### src/rtl/phase_sequencer_if.sv
// Front-panel / datapath bundle for the instruction-cycle phase sequencer.
// The sequencer uses the slave modport; the front-panel side uses the master modport.
interface phase_sequencer_if #(
    parameter int PHASES    = 5,
    parameter int PHASE_LEN = 2,
    parameter int CNT_W     = 16
);
    localparam int SW = $clog2(PHASES * PHASE_LEN);

    logic              exec_pulse;
    logic              mode_step;
    logic              haltin;
    logic [PHASES-1:0] phase;
    logic [SW-1:0]     slot_out;
    logic              running;
    logic              halted;
    logic [CNT_W-1:0]  instr_count;

    modport master (
        output exec_pulse, mode_step, haltin,
        input  phase, slot_out, running, halted, instr_count
    );

    modport slave (
        input  exec_pulse, mode_step, haltin,
        output phase, slot_out, running, halted, instr_count
    );
endinterface

### src/rtl/phase_sequencer.sv
// Instruction-cycle phase generator: PHASES one-hot strobes, PHASE_LEN clocks apart,
// with run / single-step / pause modes and a sticky halt taken only at cycle boundaries.
module phase_sequencer #(
    parameter int PHASES    = 5,
    parameter int PHASE_LEN = 2,
    parameter int CNT_W     = 16
) (
    input  logic            clock,
    input  logic            reset,
    phase_sequencer_if.slave bus
);
    localparam int L  = PHASES * PHASE_LEN;
    localparam int SW = $clog2(L);
    localparam logic [SW-1:0] LAST_SLOT = SW'(L - 1);

    typedef enum logic [1:0] {IDLE, RUN, STEP, HALTED} state_t;

    state_t            state_reg, state_next;
    logic [SW-1:0]     slot_reg, slot_next;
    logic [CNT_W-1:0]  count_reg, count_next;
    logic              halt_pending_reg, halt_pending_next;
    logic              pause_pending_reg, pause_pending_next;
    logic [PHASES-1:0] phase_reg, phase_next;
    logic              run_next;

    always_ff @(posedge clock or posedge reset) begin
        if (reset) begin
            state_reg         <= IDLE;
            slot_reg          <= '0;
            count_reg         <= '0;
            halt_pending_reg  <= 1'b0;
            pause_pending_reg <= 1'b0;
            phase_reg         <= '0;
        end else begin
            state_reg         <= state_next;
            slot_reg          <= slot_next;
            count_reg         <= count_next;
            halt_pending_reg  <= halt_pending_next;
            pause_pending_reg <= pause_pending_next;
            phase_reg         <= phase_next;
        end
    end

    always_comb begin
        state_next         = state_reg;
        slot_next          = slot_reg;
        count_next         = count_reg;
        pause_pending_next = pause_pending_reg;
        // haltin is folded in here so a request on the boundary edge counts for that boundary
        halt_pending_next  = halt_pending_reg | (bus.haltin && (state_reg != HALTED));

        case (state_reg)
            IDLE: begin
                slot_next = '0;
                if (halt_pending_next) begin
                    state_next = HALTED;
                end else if (bus.exec_pulse) begin
                    state_next = bus.mode_step ? STEP : RUN;
                end
            end
            RUN, STEP: begin
                if ((state_reg == RUN) && bus.exec_pulse) begin
                    pause_pending_next = 1'b1;
                end
                if (slot_reg == LAST_SLOT) begin
                    slot_next  = '0;
                    count_next = count_reg + CNT_W'(1);
                    if (halt_pending_next) begin
                        state_next = HALTED;
                    end else if ((state_reg == STEP) || pause_pending_reg) begin
                        state_next         = IDLE;
                        pause_pending_next = 1'b0;
                    end
                end else begin
                    slot_next = slot_reg + SW'(1);
                end
            end
            HALTED: begin
                slot_next = '0;
            end
            default: begin
                state_next = IDLE;
                slot_next  = '0;
            end
        endcase
    end

    assign run_next = (state_next == RUN) || (state_next == STEP);

    // Strobes are decoded from next-state so they leave the block registered.
    for (genvar gi = 0; gi < PHASES; gi++) begin : g_phase
        assign phase_next[gi] = run_next && (slot_next == SW'(gi * PHASE_LEN));
    end

    assign bus.phase       = phase_reg;
    assign bus.slot_out    = slot_reg;
    assign bus.running     = (state_reg == RUN) || (state_reg == STEP);
    assign bus.halted      = (state_reg == HALTED);
    assign bus.instr_count = count_reg;
endmodule
### src/flat_wrapper.sv
// flat-port wrapper written by rule: the top's interface ports become plain ports
module phase_sequencer_flat 
#(
    parameter int PHASES    = 5,
    parameter int PHASE_LEN = 2,
    parameter int CNT_W     = 16
)
  (clock, reset, bus_exec_pulse, bus_mode_step, bus_haltin, bus_phase, bus_slot_out, bus_running, bus_halted, bus_instr_count);
  phase_sequencer_if #(.PHASES(PHASES), .PHASE_LEN(PHASE_LEN), .CNT_W(CNT_W)) bus_i ();
  input  logic clock;
  input  logic reset;
  input wire logic [$bits(bus_i.exec_pulse)-1:0] bus_exec_pulse;
  input wire logic [$bits(bus_i.mode_step)-1:0] bus_mode_step;
  input wire logic [$bits(bus_i.haltin)-1:0] bus_haltin;
  output wire logic [$bits(bus_i.phase)-1:0] bus_phase;
  output wire logic [$bits(bus_i.slot_out)-1:0] bus_slot_out;
  output wire logic [$bits(bus_i.running)-1:0] bus_running;
  output wire logic [$bits(bus_i.halted)-1:0] bus_halted;
  output wire logic [$bits(bus_i.instr_count)-1:0] bus_instr_count;
  assign bus_i.exec_pulse = bus_exec_pulse;
  assign bus_i.mode_step = bus_mode_step;
  assign bus_i.haltin = bus_haltin;
  assign bus_phase = bus_i.phase;
  assign bus_slot_out = bus_i.slot_out;
  assign bus_running = bus_i.running;
  assign bus_halted = bus_i.halted;
  assign bus_instr_count = bus_i.instr_count;
  phase_sequencer #(.PHASES(PHASES), .PHASE_LEN(PHASE_LEN), .CNT_W(CNT_W)) u_core (.clock(clock), .reset(reset), .bus(bus_i));
endmodule
### config.mk
export PLATFORM = sky130hd
export DESIGN_NAME = phase_sequencer_flat
export DESIGN_NICKNAME = d
export VERILOG_FILES = /design/src/rtl/phase_sequencer_if.sv /design/src/rtl/phase_sequencer.sv /design/src/flat_wrapper.sv
export SDC_FILE = /design/constraint.sdc
export NUM_CORES = 1
export LEC_CHECK = 0
export BUFFER_PORTS_ARGS = -buffer_cell sky130_fd_sc_hd__buf_2
export CAP_MARGIN = 20
export CORE_ASPECT_RATIO = 2
export CORE_MARGIN = 10
export CORE_UTILIZATION = 53
export CTS_CLUSTER_DIAMETER = 100
export DETAILED_ROUTE_END_ITERATION = 8
export PLACE_DENSITY = 0.78
export SYNTH_ARGS = -nofsm -noshare
export SYNTH_HDL_FRONTEND = slang
export SYNTH_SLANG_ARGS = --single-unit
### constraint.sdc
create_clock -name clock -period 2.85 [get_ports clock]
set_clock_uncertainty 0.2 [all_clocks]
set_input_delay 0.4275 -clock clock [delete_from_list [all_inputs] [get_ports clock]]
set_output_delay 0.4275 -clock clock [all_outputs]
set_load 0.03 [all_outputs]
==> results.cfg <==
[synthesis]
synth_top_area_share_pct = 48.4
synth_edf_count = 0
ys_async_sr_fraction_pct = 100
synthesis.nets = 144
ys_warn_count = 0
syn_area_mm2 = 0.00150
synth.distinct_cells = 36
ys.flop_type = dfrtp_1
synth_seq_cells = 29
synth_area_leaders = dfrtp_1 (48%), xnor2_1 (7.0%), ha_1 (5.8%)
synth_area_per_cell_um2 = 11.4
synth_area_leader_cell = dfrtp_1
synthCells = 132
ys_seq_area_share_pct = 48.4

[drt]
drc = 0
routedWlPerCell_um = 16.3
antenna_left = 0
dr.pass1.iters = 4
avgViaCountPerCell = 5.38
num_vias = 1082
drt_iter0_drc = 19
drt-total-wl_mm = 3.27

[clock_tree]
clockRootBuffer = clkbuf_8
clock_sinks = 29
cts_made_buffers = 5
clk_pin_slew_ns = 0.06
cts_tree = built
cts_buffer_depth = 2
cts.htree.levels = 2
cts.repair.resized = 0
cts_hold_buf = 1
postCtsSetupBuffers = 0
clock_latency_ns = 0.28

[floorplan]
core-area_mm2 = 0.00274
die_h_um = 95.2
die_w_um = 57.6
rows = 27
dieArea_mm2 = 0.00549
io_pins = 32
initial_core_util_pct = 54.8

[placement]
portBuffers = 31
hpwl_mm = 2.63
gp_congestion = 0.825
pre_cts_slack_ns = 0.389

[worst_setup_path]
end_kind = flop
crit_start = u_core.state_reg[1]
crit_type = reg2reg
cp.arrival_ns = 2.45
worstPathBufferInverterCount = 1
cp_cell_sequence = inv_1 > ha_1 > nand4b_4 > nor4_4 > and4_1 > nand3_1 > xnor2_1
cp_top_family = simple AND/OR/NAND/NOR gates
critPathSlowestCell = ha_1
cp-start-kind = flop
required_ns = 2.81
cp_max_fo = 8
r2r-start = u_core.state_reg[1]
max_stage_delay_ns = 0.51

[finish]
drive_gt1_share_pct = 30.2
finalNetCount = 183
antennaDiodeCount = 0
area_growth_pct = 19.1
register_area_um2 = 726
fillCellCount = 222
multiInputGateArea_um2 = 743
largest_reg_flops = 16

[flow_run]
drv_cap = 0

[pwr]
ir_drop_mv = 0.658
pwr_density_cell_mw_per_mm2 = 894
leakagePower_nw = 0.984

[global_routing]
grt_start_max_net_pins = 20
grt_pass1_vias = 1212
grt_pass1_wl_mm = 5.79
grt_overflow = 0
grt.total_usage_pct = 13.4
antenna_found_initial = 0

[hold_path]
worstHoldPathType = reg2reg
hp-start = u_core.bus.instr_count[15]

[sta]
rsz0062_at_grt = false
fin_crit_ns = 2.49
finalHoldViolations = 0
fmax_ghz = 0.402
layout_setup_ws_ns = 0.360
worst_pin_slew_ns = 0.415
tns_ns = 0
period_share_pct = 87.4
slew_headroom_pct = 72.3
final-setup-viol-count = 0
final_max_slew_viol_count = 0

[run_status]
outcome = finished clean
==> worst reg2reg max path, stage by stage (launching register included) <==
cell	delay (ns)
dfrtp_1	0.44
inv_1	0.09
ha_1	0.51
nand4b_4	0.23
nor4_4	0.38
and4_1	0.29
nand3_1	0.10
xnor2_1	0.13
==> synth_stat cells (2+ instances only) <==
cell,instances
a21oi_1,8
xor2_1,5
nor3_1,3
nand3_1,6
and4_1,2
ha_1,7
o22ai_2,2
inv_1,7
nand2_1,13
nor2b_1,3
xnor2_1,12
and3_1,2
nor2_1,9
and4b_1,2
dfrtp_1,29
and3b_1,2
==> kinds of logic (layout without fill, tap and decap cells) <==
logic type                 after synthesis  count (layout)  synth area share [%]
DFF                                     29              29                  48.4
and+or+nand+nor                         54              54                  23.6
adders and majority gates                7               7                  5.84
buffers and inverters                    8              48                  2.09
muxes                                    1               1                 0.751
AOI/OAI and AO/OA                       15              15                  8.34
xor gates and xnor gates                18              18                  11.0
==> stage by stage <==
step	instance area, um^2	instances	hold WS, ns	util, %	total power [mW]
final	1790	201	0.266	65.3	1.60
after global routing	1790	201	0.293	65.3	1.71
after CTS	1790	201	0.270	65.3	1.62
after detailed placement	1690	192	0.241	61.9	1.29
after global placement	1690	192	0.221	61.9	1.26
after floorplan	1500	132	0.295	-	1.11
==> power breakdown <==
| group | switching (mW) | leakage [nW] | internal, mW |
|---|---|---|---|
| Clock | 0.151 | 0.0450 | 0.169 |
| Sequential | 0.0734 | 0.386 | 0.471 |
| Combinational | 0.449 | 0.552 | 0.285 |
==> cells in the final DEF, fill, tap and decap left out, types with 2 or more instances in the layout <==
| cell | n |
|---|---|
| nand3_1 | 6 |
| clkinv_2 | 2 |
| xor2_1 | 5 |
| dfrtp_1 | 29 |
| xnor2_1 | 12 |
| nor3_1 | 3 |
| a21oi_1 | 8 |
| and4_1 | 2 |
| nor2_1 | 9 |
| ha_1 | 7 |
| nand2_1 | 13 |
| inv_1 | 7 |
| and3_1 | 2 |
| and4b_1 | 2 |
| o22ai_2 | 2 |
| buf_2 | 31 |
| and3b_1 | 2 |
| clkbuf_8 | 5 |
| nor2b_1 | 3 |
==> final timing paths <==
path | end | slack (ns) | cells after the start
min reg2reg | u_core.bus.instr_count[15] | 0.27 | 1
max reg2reg | u_core.bus.instr_count[15] | 0.36 | 7
min | u_core.bus.instr_count[15] | 0.27 | 1
min in group asynchronous | u_core.bus.slot_out[3] | 0.47 | 3
max in group asynchronous | u_core.bus.instr_count[11] | 1.38 | 4
max | u_core.bus.instr_count[15] | 0.36 | 7
==> metal layers <==
| metal | wire (um) | GRT usage, % | up-vias | share of wire (%) |
|---|---|---|---|---|
| li1 | - | - | 534 | - |
| met1 | 1120 | 12.2 | 509 | 34 |
| met2 | 1800 | 23.7 | 29 | 55 |
| met3 | 219 | 5.06 | 10 | 6.7 |
| met4 | 130 | 8.66 | 0 | 4.0 |
| met5 | 0 | 0 | - | 0 |
==> layout make-up <==
cell class | count | share of cell area (%)
Clock buffer | 6 | 4.06
Clock inverter | 2 | 0.560
Inverter | 7 | 1.47
Multi-Input combinational cell | 95 | 41.6
Sequential cell | 29 | 40.6
Tap cell | 29 | 2.03
Timing Repair Buffer | 33 | 9.66
No activity file was read; power rests on OpenSTA's default activity.
